<file path="src/rtl/exu_result_queue.sv">
// exu_result_queue
// ----------------
// Sits behind the execute-stage ALU. The ALU registers its result one clock
// after the operands are presented, so this block carries the instruction's
// metadata across that gap. The metadata waits in a single pending slot until
// the ALU stops waiting, then it is paired with alu_res. The combined record
// goes into a small FIFO that feeds the memory/writeback stage through a
// valid/ready handshake. The pending slot also drives a forwarding tap.
//
// Ports
//   clk, rst        clock; synchronous active-high reset
//   flush           synchronous kill of all pending and queued work
//   in_*            instruction issue from EX (valid/ready plus metadata)
//   alu_res         registered ALU result for the pending instruction
//   alu_wait        ALU multi-cycle busy; alu_res is not valid while high
//   out_*           head FIFO record toward MEM/WB (valid/ready plus fields)
//   fwd_valid/rd    the pending result can be forwarded to register fwd_rd
//   fwd_data        forwarded value (same as alu_res)
module exu_result_queue #(
  parameter int DEPTH = 4,
  parameter int XLEN  = 64
) (
  input  logic            clk,
  input  logic            rst,
  input  logic            flush,
  input  logic            in_valid,
  output logic            in_ready,
  input  logic [XLEN-1:0] in_pc,
  input  logic [4:0]      in_rd,
  input  logic            in_wen,
  input  logic            in_mem_read,
  input  logic            in_mem_write,
  input  logic [2:0]      in_mem_size,
  input  logic [XLEN-1:0] in_store_data,
  input  logic [XLEN-1:0] alu_res,
  input  logic            alu_wait,
  output logic            out_valid,
  input  logic            out_ready,
  output logic [XLEN-1:0] out_pc,
  output logic [4:0]      out_rd,
  output logic            out_wen,
  output logic            out_mem_read,
  output logic            out_mem_write,
  output logic [2:0]      out_mem_size,
  output logic [XLEN-1:0] out_store_data,
  output logic [XLEN-1:0] out_res,
  output logic            fwd_valid,
  output logic [4:0]      fwd_rd,
  output logic [XLEN-1:0] fwd_data
);

  localparam int PW = $clog2(DEPTH);
  localparam int CW = PW + 1;
  localparam logic [CW:0]   DEPTH_OCC   = (CW+1)'(DEPTH);
  localparam logic [CW-1:0] DEPTH_COUNT = CW'(DEPTH);

  typedef struct packed {
    logic [XLEN-1:0] pc;
    logic [4:0]      rd;
    logic            wen;
    logic            mem_read;
    logic            mem_write;
    logic [2:0]      mem_size;
    logic [XLEN-1:0] store_data;
  } meta_t;

  typedef struct packed {
    meta_t           meta;
    logic [XLEN-1:0] res;
  } rec_t;

  logic          pend_valid;
  meta_t         pend;
  rec_t          mem [DEPTH];
  logic [PW-1:0] wr_ptr;
  logic [PW-1:0] rd_ptr;
  logic [CW-1:0] count;

  logic          accept;
  logic          push;
  logic          pop;
  logic          full;
  logic [CW:0]   occupancy;
  rec_t          head;

  // Handshake decode. Occupancy counts the FIFO plus the pending slot plus the
  // instruction being offered, so a new accept can never lead to a push into a
  // full FIFO later. The ready term only looks at registered state, rst, flush
  // and alu_wait, so out_ready never reaches in_ready combinationally.
  always_comb begin
    occupancy = {1'b0, count} + {{CW{1'b0}}, pend_valid} + (CW+1)'(1);
    in_ready  = !rst && !flush && (occupancy <= DEPTH_OCC)
                && (!pend_valid || !alu_wait);
    accept    = in_valid && in_ready;
    push      = pend_valid && !alu_wait;
    out_valid = (count != '0);
    pop       = out_valid && out_ready;
    full      = (count == DEPTH_COUNT);
  end

  // Pending slot. A resolving push and a new accept can land on the same edge,
  // in which case the slot is simply refilled with the new instruction.
  always_ff @(posedge clk) begin
    if (rst || flush) begin
      pend_valid <= 1'b0;
    end else if (accept) begin
      pend_valid <= 1'b1;
    end else if (push) begin
      pend_valid <= 1'b0;
    end
  end

  // Pending metadata only needs capturing; pend_valid says whether it matters.
  always_ff @(posedge clk) begin
    if (accept) begin
      pend.pc         <= in_pc;
      pend.rd         <= in_rd;
      pend.wen        <= in_wen;
      pend.mem_read   <= in_mem_read;
      pend.mem_write  <= in_mem_write;
      pend.mem_size   <= in_mem_size;
      pend.store_data <= in_store_data;
    end
  end

  // FIFO storage. Data is not reset; the outputs are masked while empty.
  always_ff @(posedge clk) begin
    if (!rst && !flush && push) begin
      mem[wr_ptr] <= '{meta: pend, res: alu_res};
    end
  end

  // FIFO pointers and count. Flush behaves like reset for all control state,
  // so a handshake in the flush cycle is discarded. Pointers wrap naturally
  // because DEPTH is a power of two.
  always_ff @(posedge clk) begin
    if (rst || flush) begin
      wr_ptr <= '0;
      rd_ptr <= '0;
      count  <= '0;
    end else begin
      if (push) wr_ptr <= wr_ptr + PW'(1);
      if (pop)  rd_ptr <= rd_ptr + PW'(1);
      case ({push, pop})
        2'b10:   count <= count + CW'(1);
        2'b01:   count <= count - CW'(1);
        default: count <= count;
      endcase
    end
  end

  // The ready rule should make this unreachable; catch it in simulation.
  always_ff @(posedge clk) begin
    if (!rst && !flush) begin
      assert (!(push && full))
        else $error("exu_result_queue: push into full FIFO");
    end
  end

  // Head record, forced to zero while the FIFO is empty.
  always_comb begin
    head           = mem[rd_ptr];
    out_pc         = '0;
    out_rd         = '0;
    out_wen        = 1'b0;
    out_mem_read   = 1'b0;
    out_mem_write  = 1'b0;
    out_mem_size   = '0;
    out_store_data = '0;
    out_res        = '0;
    if (out_valid) begin
      out_pc         = head.meta.pc;
      out_rd         = head.meta.rd;
      out_wen        = head.meta.wen;
      out_mem_read   = head.meta.mem_read;
      out_mem_write  = head.meta.mem_write;
      out_mem_size   = head.meta.mem_size;
      out_store_data = head.meta.store_data;
      out_res        = head.res;
    end
  end

  // Forwarding tap. Writes to x0 are never forwarded even though the record
  // itself keeps rd=0/wen=1 unchanged.
  always_comb begin
    fwd_valid = pend_valid && !alu_wait && pend.wen && (pend.rd != 5'd0);
    fwd_rd    = pend.rd;
    fwd_data  = alu_res;
  end

endmodule

</file>
<file path="config.mk">
export PLATFORM = sky130hd
export DESIGN_NAME = exu_result_queue
export DESIGN_NICKNAME = d
export VERILOG_FILES = /design/src/rtl/exu_result_queue.sv
export SDC_FILE = /design/constraint.sdc
export NUM_CORES = 1
export LEC_CHECK = 0
export CAP_MARGIN = 25
export CORE_ASPECT_RATIO = 0.75
export CORE_UTILIZATION = 43
export CTS_CLUSTER_SIZE = 10
export DETAILED_ROUTE_END_ITERATION = 8
export PLACE_DENSITY = 0.71
export REMOVE_ABC_BUFFERS = 1
export SYNTH_ARGS = -nofsm -noshare
export SYNTH_HDL_FRONTEND = slang
export SYNTH_SLANG_ARGS = --single-unit
</file>
<file path="constraint.sdc">
create_clock -name clk -period 46.2 [get_ports clk]
set_input_delay 6.93 -clock clk [delete_from_list [all_inputs] [get_ports clk]]
set_output_delay 6.93 -clock clk [all_outputs]
set_load 0.02 [all_outputs]
</file>
Word-level counts from Yosys, hierarchy flattened
Memories as Yosys holds them, arrays and structs flattened. A register that Yosys moved wholly into a read port is not among the register bits.
Cells that the tools add are included.
{ "op_classes": {"n_mux": 15, "n_reduce_logical": 19, "addsub": 6, "n_lt_le_gt_ge": 1, "eq_ne": 2} }
{ "ops": {"columns": ["cell", "count"], "rows": [
  ["64-bit 2-to-1 mux", 3],
  ["1-bit logical AND", 9],
  ["1-bit 2-to-1 mux", 7],
  ["3-bit case mux with 2 select lines", 1],
  ["5-bit 2-to-1 mux", 1],
  ["5-bit nonzero test", 1],
  ["2-bit by 1-bit adder with 2-bit output (second input constant)", 2],
  ["3-bit by 1-bit adder with 4-bit output", 1],
  ["4-bit by 1-bit adder with 4-bit output (second input constant)", 1],
  ["4-bit by 3-bit less-or-equal comparator with 1-bit output (second input constant)", 1],
  ["1-bit logical NOT", 4],
  ["2-bit 2-to-1 mux", 2],
  ["2-bit nonzero test", 2],
  ["3-bit by 1-bit adder with 3-bit output (second input constant)", 1],
  ["3-bit 2-to-1 mux", 1],
  ["3-bit nonzero test", 1],
  ["3-bit by 1-bit subtractor with 3-bit output (second input constant)", 1],
  ["2-bit by 1-bit == test with 1-bit output (second input constant)", 1],
  ["2-bit == test (second input constant)", 1],
  ["1-bit logical OR", 2]
]} }
{ "totals": {"regBits": 147, "out_inout_bits": 275, "mem_count": 1, "inputBits": 209, "ramBits": 812} }
{ "mem_list": {"columns": ["memory", "words", "width", "read_ports", "rd_clocked_by_memory_dff", "write_ports", "line_no", "source"], "rows": [
  ["mem", 4, 203, 1, 1, 1, "74", "rec_t mem [DEPTH];"]
]} }

Longest topological paths before layout
Gate-level depths: netlist of run 1.
{ "logic_depth": {"word_depth": 7, "ltp_mapped": 9} }

Worst setup path after synthesis of run 1
OpenSTA, ideal clock, no wires.
{ "synth_timing": {"kind": "input -> register", "from": "in flush", "to": "reg pend, in the netlist fwd_rd[0], enable pin", "path_buffers": 0, "arrival_time_ps": 21438, "path_stages": 3, "slack_ps": 23738, "setup_ps": 1024, "cell_sequence": "nor2_1 -> o21ai_0 -> nor4b_1"} }
{ "synth_via": {"elab_chain_len": 5} }
{ "synth_rtl": {"columns": ["element", "line_no", "source"], "rows": [
  ["from (decl)", "25", "input logic flush,"],
  ["1-bit logical NOT", null, null],
  ["1-bit logical AND", null, null],
  ["1-bit logical AND", "92", "in_ready = !rst && !flush && (occupancy <= DEPTH_OCC)"],
  ["1-bit logical AND", "93", "&& (!pend_valid || !alu_wait);"],
  ["1-bit logical AND", "94", "accept = in_valid && in_ready;"],
  ["net accept", "79", "logic accept;"],
  ["to (decl)", "73", "meta_t pend;"]
]} }
The timed path passes the listed nets, and every way through them passes these cells.
A chain may end at the register's enable or synchronous reset.

Worst setup path in the final report of run 1
{ "layout_timing": {"from": "in flush", "to": "out in_ready"} }
{ "layout_via": {"elab_chain_len": 4} }
{ "layout_rtl": {"columns": ["element", "line_no", "source"], "rows": [
  ["1-bit logical NOT", null, null],
  ["1-bit logical AND", null, null],
  ["1-bit logical AND", "92", null],
  ["1-bit logical AND", "93", null],
  ["to (decl)", "27", "output logic in_ready,"]
]} }
No other way between the ends.

==> reports/qor.txt, run 1 <==
# setup viols final -> 0
Reg2reg end -> mem[1][202]
Crit path arrival time -> 8.92 ns
Die height -> 252 um
Clock Skew -> 0.0271 ns
Buf/Inv on CP -> 2
Initial antenna violation count -> 10
Wire length per cell -> 22.6 um
Status -> completed
Via count -> 16.5k
Slew headroom -> 0.290
Total power -> 1750 uW
Postcts setup bufs -> 0
Rows -> 91
Mapped Area -> 35,900 sq um
Post-CTS sizing -> 0
Crit end category -> output pin
Grt ovf -> 0
First-pass GRT wire length -> 107,000 um
Die ar. -> 84,800 sq um
Number of global-route vias before repair -> 17.5k
Final Max Slew Viols -> 0
CP Class -> in2out
Pwr per Cell Area -> 39.5 nW/um^2
Fillers -> 6,209
CP dominant cell by count -> clkdlybuf4s50_1
RR Startpoint -> pend_valid
Die W -> 336 um
Critical path peak fanout -> 5
Fmax -> 63.1 MHz
Core area -> 82,400 sq um
Clk slew on worst S/H paths -> 0.05 ns
Share of post-route cells with drive strength above 1 -> 0.171
Synth cell types -> 28
Final hold violations -> 0
Startpoint types -> input port
Top Ports -> 484
Final Cycle Share -> 0.343
Worst path max stage delay -> 0.65 ns
CTS tree -> yes
DR iter-0 viols -> 1,061
HP Start -> pend[58]
Actual slew at the worst max-slew pin -> 1.06 ns
Max-cap violations -> 0
Initial Util -> 0.436
H-Tree Depth -> 3
Post-detail-place hpwl -> 40,900 um
Nets@finish -> 2,257
Hold path endpoint -> mem[0][122]
#FFs+latches synth -> 961
Port Buffers -> 483
Clock buffer depth -> 3
Reg-to-reg slack, setup -> 42.46 ns
GP Congestion -> 0.751
Largest net degree at the start of global routing -> 87
CTS Hold Bufs -> 0
Hold depth -> 0
1st-pass router iterations -> 4
CP delay by family, top -> buffers and inverters
Syn avg cell area -> 23.0 sq um
Post-Route Setup TNS -> 0 ns
Residual DRC -> 0
Leakage -> 0.0138 uW
Clock Latency Late Sink -> 0.66 ns
Via density per instance -> 5.18
Slowest-stage cell, CP -> clkdlybuf4s50_1
RSZ-0062 raised after global routing -> no
Fin crit period -> 15.85 ns
Seq/Total Area, Yosys -> 0.800
Post-Route WL -> 72,000 um
TritonCTS Buffers -> 107
Sink Count -> 961
Req. time, crit path -> 39.27 ns
Total Routing Usage GR -> 0.168
Final ANT Viol Nets -> 0
Peak supply drop -> 0.0294 mV
Worst R2R Path Depth -> 4
Root buf cell -> clkbuf_16
Type of the worst min-delay path -> reg2reg
Area Overhead vs Synth -> 23.4%
Syn Inst Count -> 1,564
Worst path cell trace -> clkdlybuf4s50_1 > nor2_1 > o21ai_0 > nor3b_1 > clkdlybuf4s50_1
Yosys warns -> 0
-- report_power, final --
| group | leakage [uW] | internal, uW | switching (uW) |
|---|---|---|---|
| Clock | 0.00143 | 427 | 310 |
| Sequential | 0.00866 | 960 | 3.59 |
| Combinational | 0.00369 | 27.7 | 22.6 |
| Total | 0.0138 | 1420 | 336 |
-- kinds of logic (layout without fill, tap and decap cells) --
family,Yosys count,in the layout,share of synthesized area
other,0,2,0
DFF,961,961,0.800
xor gates and xnor gates,6,6,0.00146
buffers and inverters,151,649,0.0280
adders and majority gates,8,8,0.00299
muxes,204,204,0.127
AOI/OAI and AO/OA,9,9,0.00167
and+or+nand+nor,225,225,0.0385
-- worst max path at each step --
stage,start,to,slack [ns],depth (start not counted)
after floorplan,flush,fwd_rd[0],23.74,3
after global placement,flush,in_ready,30.53,5
after detailed placement,flush,in_ready,30.43,5
after CTS,flush,in_ready,30.34,5
after global routing,flush,in_ready,30.19,5
final,flush,in_ready,30.35,5
-- cells in the final DEF (no fill, tap or decap), types with 3 or more instances in the layout --
| master | synthesis | routed |
|---|---|---|
| edfxtp_1 | 951 | 951 |
| clkdlybuf4s50_1 | 0 | 483 |
| mux4_2 | 203 | 203 |
| and2_1 | 203 | 203 |
| clkbuf_16 | 0 | 108 |
| buf_4 | 69 | 24 |
| clkbuf_1 | 27 | 12 |
| inv_1 | 11 | 11 |
| nor2_1 | 9 | 9 |
| dfxtp_1 | 10 | 8 |
| ha_1 | 7 | 7 |
| and3_4 | 0 | 4 |
| xor2_1 | 4 | 4 |
| a21oi_1 | 3 | 3 |
-- cells in the mapped netlist --
cell | n | area [sq um]
o32ai_1 | 1 | 8.76
edfxtp_1 | 951 | 28600
buf_6 | 20 | 225
buf_4 | 69 | 518
ha_1 | 7 | 87.6
nand2_1 | 2 | 7.51
nor2_1 | 9 | 33.8
o311ai_0 | 1 | 8.76
xor2_1 | 4 | 35.0
o31ai_1 | 1 | 7.51
and3_1 | 4 | 25.0
clkbuf_1 | 27 | 101
buf_2 | 24 | 120
mux2i_1 | 1 | 10.0
or3_1 | 3 | 18.8
o21ai_0 | 2 | 10.0
and2_1 | 203 | 1270
or2_2 | 1 | 6.26
nor2b_1 | 1 | 6.26
inv_1 | 11 | 41.3
nor4b_1 | 1 | 8.76
xnor2_1 | 2 | 17.5
a21oi_1 | 3 | 15.0
fa_1 | 1 | 20.0
nor3b_1 | 1 | 7.51
dfxtp_1 | 10 | 200
mux4_2 | 203 | 4570
o311a_1 | 1 | 10.0
-- cell type report --
type / count / area (sq um) / share of cell area
diodes: 2 / 5.00 / 0.000113
clock buffers: 120 / 2750 / 0.0619
clock inverters: 11 / 190 / 0.00429
inverters: 11 / 41.3 / 0.000930
multi-input cells: 452 / 6220 / 0.140
flip-flops and latches: 961 / 28800 / 0.648
well taps: 1116 / 1400 / 0.0315
repair buffers: 507 / 5010 / 0.113
-- worst reg2reg max path: cells and delay by family (launching register included) --
family	cells	cell delay, ns
buffers and inverters	2	1.66
flip-flops	1	0.35
AND/OR/NAND/NOR	2	1.26
-- layer usage --
metal  GRT usage  share of wire  vias up
met5           0         0.0012        -
met4      0.0467          0.021       12
met3      0.0469          0.072      110
met2       0.277           0.49      524
met1       0.220           0.41     8644
li1            -              -     7173
-- through the flow --
stage | worst slack (ns) | utilization | hold slack [ns] | instances | cell area (sq um)
after global placement | 30.53 | 0.503 | 0.465 | 3047 | 41400
after global routing | 30.19 | 0.538 | 0.499 | 3178 | 44400
final | 30.35 | 0.538 | 0.491 | 3180 | 44400
after floorplan | 23.74 | - | 0.459 | 1424 | 35000
after CTS | 30.34 | 0.538 | 0.489 | 3178 | 44400
after detailed placement | 30.43 | 0.503 | 0.481 | 3047 | 41400
-- registers in the layout (all words and copies together), names as in the netlist, named ones only --
signal and count:
rd_ptr 2, pend 134, mem 812, count 3, wr_ptr 2, pend_valid 1, fwd_rd 5
No activity file was read; power rests on OpenSTA's default activity.
==> inputs of run 2 (changes only) <==
Clock period 46.2 ns to 15.99 ns, I/O delays scaled along.
==> run 2 against run 1 <==
Compared with the run above:
- sequential share of layout area is 0.051 points higher
- critical path depth is 2 higher
- die area stayed put
- cell count hardly changed
- register-to-register slack worse by 30 ns
- critical path type is now reg2out
==> reports/qor.txt, run 2 (synthesized netlist as in run 1, its figures left out) <==
Via count -> 16.6k (+1.1%)
DR iter-0 viols -> 1,255 (+18%)
Post-detail-place hpwl -> 42,800 um (+4.6%)
Nets@finish -> 2,259 (+0.089%)
Top Ports -> 484 (unchanged)
Die ar. -> 84,800 sq um (unchanged)
Final Max Slew Viols -> 0 (unchanged)
Type of the worst min-delay path -> reg2reg
Die W -> 336 um (unchanged)
Leakage -> 0.0138 uW (-0.13%)
1st-pass router iterations -> 7 (+3)
Startpoint types -> flop
Die height -> 252 um (unchanged)
Worst setup margin -> 9.28 ns (-21.08 ns)
Wire length per cell -> 22.8 um (+0.75%)
Max-cap violations -> 0 (unchanged)
Number of global-route vias before repair -> 17.3k (-0.82%)
TritonCTS Buffers -> 106 (-0.93%)
Post-Route WL -> 72,600 um (+0.81%)
# setup viols final -> 0 (unchanged)
Fmax -> 149 MHz
Final ANT Viol Nets -> 0 (unchanged)
Grt ovf -> 0 (unchanged)
Status -> completed
Crit end category -> output pin
CP Class -> reg2out
Clk slew on worst S/H paths -> 0.06 ns (about the same)
Highest-count cells in the layout ignoring fill and taps -> edfxtp_1, clkdlybuf4s50_1, mux4_2, and2_1, clkbuf_16
Post-CTS sizing -> 0 (unchanged)
Final Cycle Share -> 0.420
Port Buffers -> 483 (unchanged)
Crit path arrival time -> 4.32 ns (-4.60 ns)
Fillers -> 6,218 (+0.14%)
Final hold violations -> 0 (unchanged)
Fin crit period -> 6.71 ns
Largest net degree at the start of global routing -> 87 (unchanged)
H-Tree Depth -> 3 (unchanged)
Area Overhead vs Synth -> 23.3% (about the same)
Peak supply drop -> 0.0857 mV (+190%)
Req. time, crit path -> 13.59 ns (-25.68 ns)
Clock Latency Late Sink -> 0.65 ns (about the same)
Via density per instance -> 5.23 (+1.0%)
Residual DRC -> 0 (unchanged)
Commonest non-fill, non-tap cell in the layout -> edfxtp_1
Placement-stage cell area -> 41,400 sq um (about the same)
Share of post-route cells with drive strength above 1 -> 0.171 (about the same)
GP Congestion -> 0.757 (+0.79%)
Top reg by flops -> mem
Core area -> 82,400 sq um (unchanged)
Initial Util -> 0.436 (unchanged)
Pwr per Cell Area -> 113 nW/um^2 (+190%)
First-pass GRT wire length -> 107,000 um (-0.45%)
Initial antenna violation count -> 5 (-5)
Critical path peak fanout -> 44 (+39)
Clock buffer depth -> 3 (unchanged)
Root buf cell -> clkbuf_16
Postcts setup bufs -> 0 (unchanged)
Final instance area -> 44,300 sq um (about the same)
Sink Count -> 961 (unchanged)
Pre-CTS setup slack -> 9.15 ns (-21.27 ns)
CTS tree -> yes
CTS Hold Bufs -> 0 (unchanged)
Clock Skew -> 0.0214 ns (-0.00574 ns)
Total Routing Usage GR -> 0.169 (+0.000308)
Actual slew at the worst max-slew pin -> 1.01 ns (-0.0564 ns)
RSZ-0062 raised after global routing -> no
Slew headroom -> 0.328 (+0.0376)
Rows -> 91 (unchanged)
Max reg flops -> 812 (unchanged)
-- run 2: cell types whose count changed in the layout (fill, tap and decap cells not counted), sizes merged --
cell,before,now
bufinv,2,0
clkbuf,120,121
clkinv,6,5
inv,14,15
buf,24,27
-- run 2: power breakdown --
part           internal (uW)  switching, uW
registers               2780           10.5
logic                   80.4           66.9
clock network           1180            886
-- run 2: critical path: stages (launching register included) --
cell and delay (ns):
dfxtp_4 0.47, buf_16 0.30, buf_4 0.80, buf_4 0.33, buf_16 0.29, mux4_2 0.57
and2_1 0.19, clkdlybuf4s50_1 0.54
-- run 2: area by class of cell --
class / instances / area [sq um] / share of cell area
clock buffer: 121 / 2710 / 0.0611
tap: 1116 / 1400 / 0.0315
sequential: 961 / 28800 / 0.649
timing repair buffer: 510 / 5080 / 0.115
clock inverter: 9 / 131 / 0.00296
antenna: 2 / 5.00 / 0.000113
inverter: 11 / 41.3 / 0.000931
multi-input combinational: 452 / 6220 / 0.140
-- run 2: final timing paths --
kind         startpoint          end  depth (start not counted)  slack, ns
min            pend[33]   mem[3][97]                          0       0.49
min reg2reg    pend[33]   mem[3][97]                          0       0.49
max                flop   out_res[4]                          7       9.28
max reg2reg  pend_valid  mem[2][143]                          4      12.32
-- run 2: per-layer routing --
metal  share of wire  vias to the layer above  global-route usage  wire [um]
li1                -                     7170                   -          -
met1            0.43                     8717               0.239      31300
met2            0.48                      639               0.267      35000
met3           0.068                      109              0.0363       4950
met4           0.019                        6              0.0450       1340
met5         0.00063                        -                   0         46
-- run 2: metrics by stage --
stage          setup TNS [ns]   util  std cells  hold slack, ns  power [uW]
2_1_floorplan         -269.69      -       1424           0.459        2870
3_3_place_gp                0  0.503       3048           0.462        2980
3_5_place_dp                0  0.503       3048           0.483        2980
4_1_cts                     0  0.537       3178           0.493        5060
5_1_grt                     0  0.538       3180           0.505        5150
6_report                    0  0.538       3182           0.491        5000
==> inputs of run 3 (changes only) <==
Settings changed: PLACE_DENSITY 0.71 to 0.73.
Clock period 15.99 ns to 6 ns, I/O delays scaled along.
==> run 3 against run 2 <==
Compared with the run above:
- global-route usage up 0.17 points
- register-to-register slack worse by 9.1 ns
- wire length down 0.42%
- die area unchanged
- first-iteration DRC count down 8.8%
- non-clock buffer count up 1
- final area up 0.63%
- clock power rose to 2.7 times the previous value
- power rose to 2.7 times the previous value
- via count down 0.60%
- largest power group unchanged
==> reports/qor.txt, run 3 (synthesized netlist as in run 1, its figures left out) <==
Status -> completed
Final Max Slew Viols -> 0 (unchanged)
Sink Count -> 961 (unchanged)
CP delay by family, top -> buffers and inverters
Residual DRC -> 0 (unchanged)
Peak supply drop -> 0.228 mV (+170%)
Initial Util -> 0.436 (unchanged)
Wl on met1 -> 29,900 um (-4.5%)
Detail Route met3 WL -> 5510 um (+11%)
Clk slew on worst S/H paths -> 0.06 ns (about the same)
Clock buffer depth -> 3 (unchanged)
Die ar. -> 84,800 sq um (unchanged)
Share of post-route cells with drive strength above 1 -> 0.173 (+0.00169)
Buf/Inv on CP -> 3 (-2)
Max reg flops -> 812 (unchanged)
Postcts setup bufs -> 0 (unchanged)
Top reg by flops -> mem
H-Tree Depth -> 3 (unchanged)
Post-Route WL -> 72,300 um (-0.42%)
Actual slew at the worst max-slew pin -> 0.947 ns (-0.0614 ns)
# setup viols final -> 0 (unchanged)
Initial antenna violation count -> 6 (+1)
Grt ovf -> 0 (unchanged)
Commonest non-fill, non-tap cell in the layout -> edfxtp_1
Largest net degree at the start of global routing -> 205 (+140%)
Leakage -> 0.0138 uW (+0.62%)
DR WL met2 -> 35,700 um (+1.9%)
Fmax -> 227 MHz
Area Overhead vs Synth -> 24.1%
Fillers -> 6,186 (-0.51%)
Via count -> 16.5k (-0.60%)
Final hold violations -> 0 (unchanged)
Nets@finish -> 2,261 (+0.089%)
Critical path peak fanout -> 34 (-23%)
Die height -> 252 um (unchanged)
Pwr per Cell Area -> 302 nW/um^2 (+170%)
Rows -> 91 (unchanged)
RSZ-0062 raised after global routing -> no
Crit end category -> output pin
Top Ports -> 484 (unchanged)
Max Used Layer -> met5
Core Util, Final -> 0.541 (+0.00340)
Root buf cell -> clkbuf_16
Type of the worst min-delay path -> reg2reg
Fin crit period -> 4.41 ns
Crit path arrival time -> 3.51 ns (-0.81 ns)
CTS Hold Bufs -> 0 (unchanged)
Worst setup margin -> 1.59 ns (-7.69 ns)
Slew headroom -> 0.369 (+0.0409)
1st-pass router iterations -> 5 (-2)
Final ANT Viol Nets -> 0 (unchanged)
TritonCTS Buffers -> 107 (+0.94%)
CP Class -> reg2out
DR iter-0 viols -> 1,145 (-8.8%)
CTS tree -> yes
Startpoint types -> flop
Worst path cell trace -> buf_12 > buf_12 > mux4_2 > and2_1 > clkdlybuf4s50_1
Max-cap violations -> 0 (unchanged)
CP dominant cell by count -> buf_12
Slowest-stage cell, CP -> dfxtp_4
Die W -> 336 um (unchanged)
Total Routing Usage GR -> 0.170 (+0.00171)
Port Buffers -> 483 (unchanged)
Worst path max stage delay -> 0.82 ns (+0.02 ns)
Via density per instance -> 5.20 (-0.66%)
First-pass GRT wire length -> 108,000 um (+1.1%)
GP Congestion -> 0.746 (-1.5%)
Wire length per cell -> 22.7 um (-0.48%)
Clock Skew -> 0.0301 ns (+0.00870 ns)
Core area -> 82,400 sq um (unchanged)
Clock Latency Late Sink -> 0.66 ns (about the same)
Highest-count cells in the layout ignoring fill and taps -> edfxtp_1, clkdlybuf4s50_1, mux4_2, and2_1, clkbuf_16
Number of global-route vias before repair -> 17.5k (+1.1%)
Final Cycle Share -> 0.735
Post-detail-place hpwl -> 41,500 um (-3.1%)
Post-CTS sizing -> 0 (unchanged)
Pre-CTS setup slack -> 2.08 ns (-7.07 ns)
Req. time, crit path -> 5.10 ns (-8.49 ns)
-- run 3: metal layers --
metal  GRT usage  vias up
li1            -     7185
met1       0.231     8614
met2       0.275      627
met4      0.0437       10
met5           0        -
met3      0.0452      105
-- run 3: per-stage QoR --
step           instance area, sq um  setup TNS, ns  hold WS, ns  instances  total power [uW]
2_1_floorplan                 35000       -2766.46        0.459       1424              7650
3_3_place_gp                  41700              0        0.463       3051              7950
3_5_place_dp                  41700              0        0.481       3051              7960
4_1_cts                       44600              0        0.475       3183             13600
5_1_grt                       44600              0        0.489       3183             13900
6_report                      44600              0        0.492       3184             13500
-- run 3: where the power goes --
part	internal (uW)	switching, uW
Clock	3260	2380
Sequential	7400	28.0
Combinational	216	181
Total	10900	2590
-- run 3: path summary, 6_finish.rpt --
check | to | startpoint | cells after the start | slack, ns
hold / removal | mem[2][84] | pend[20] | 0 | 0.49
setup reg to reg | mem[1][87] | pend_valid | 3 | 3.18
hold reg to reg | mem[2][84] | pend[20] | 0 | 0.49
setup / recovery | out_rd[2] | flop | 5 | 1.59
-- run 3: final cells by class --
cell class | count | area, sq um | area share
Antenna cell | 1 | 2.50 | 0.0000561
Clock buffer | 123 | 2800 | 0.0628
Clock inverter | 9 | 129 | 0.00289
Inverter | 11 | 41.3 | 0.000925
Multi-Input combinational cell | 452 | 6220 | 0.139
Sequential cell | 961 | 28800 | 0.645
Tap cell | 1116 | 1400 | 0.0313
Timing Repair Buffer | 511 | 5270 | 0.118
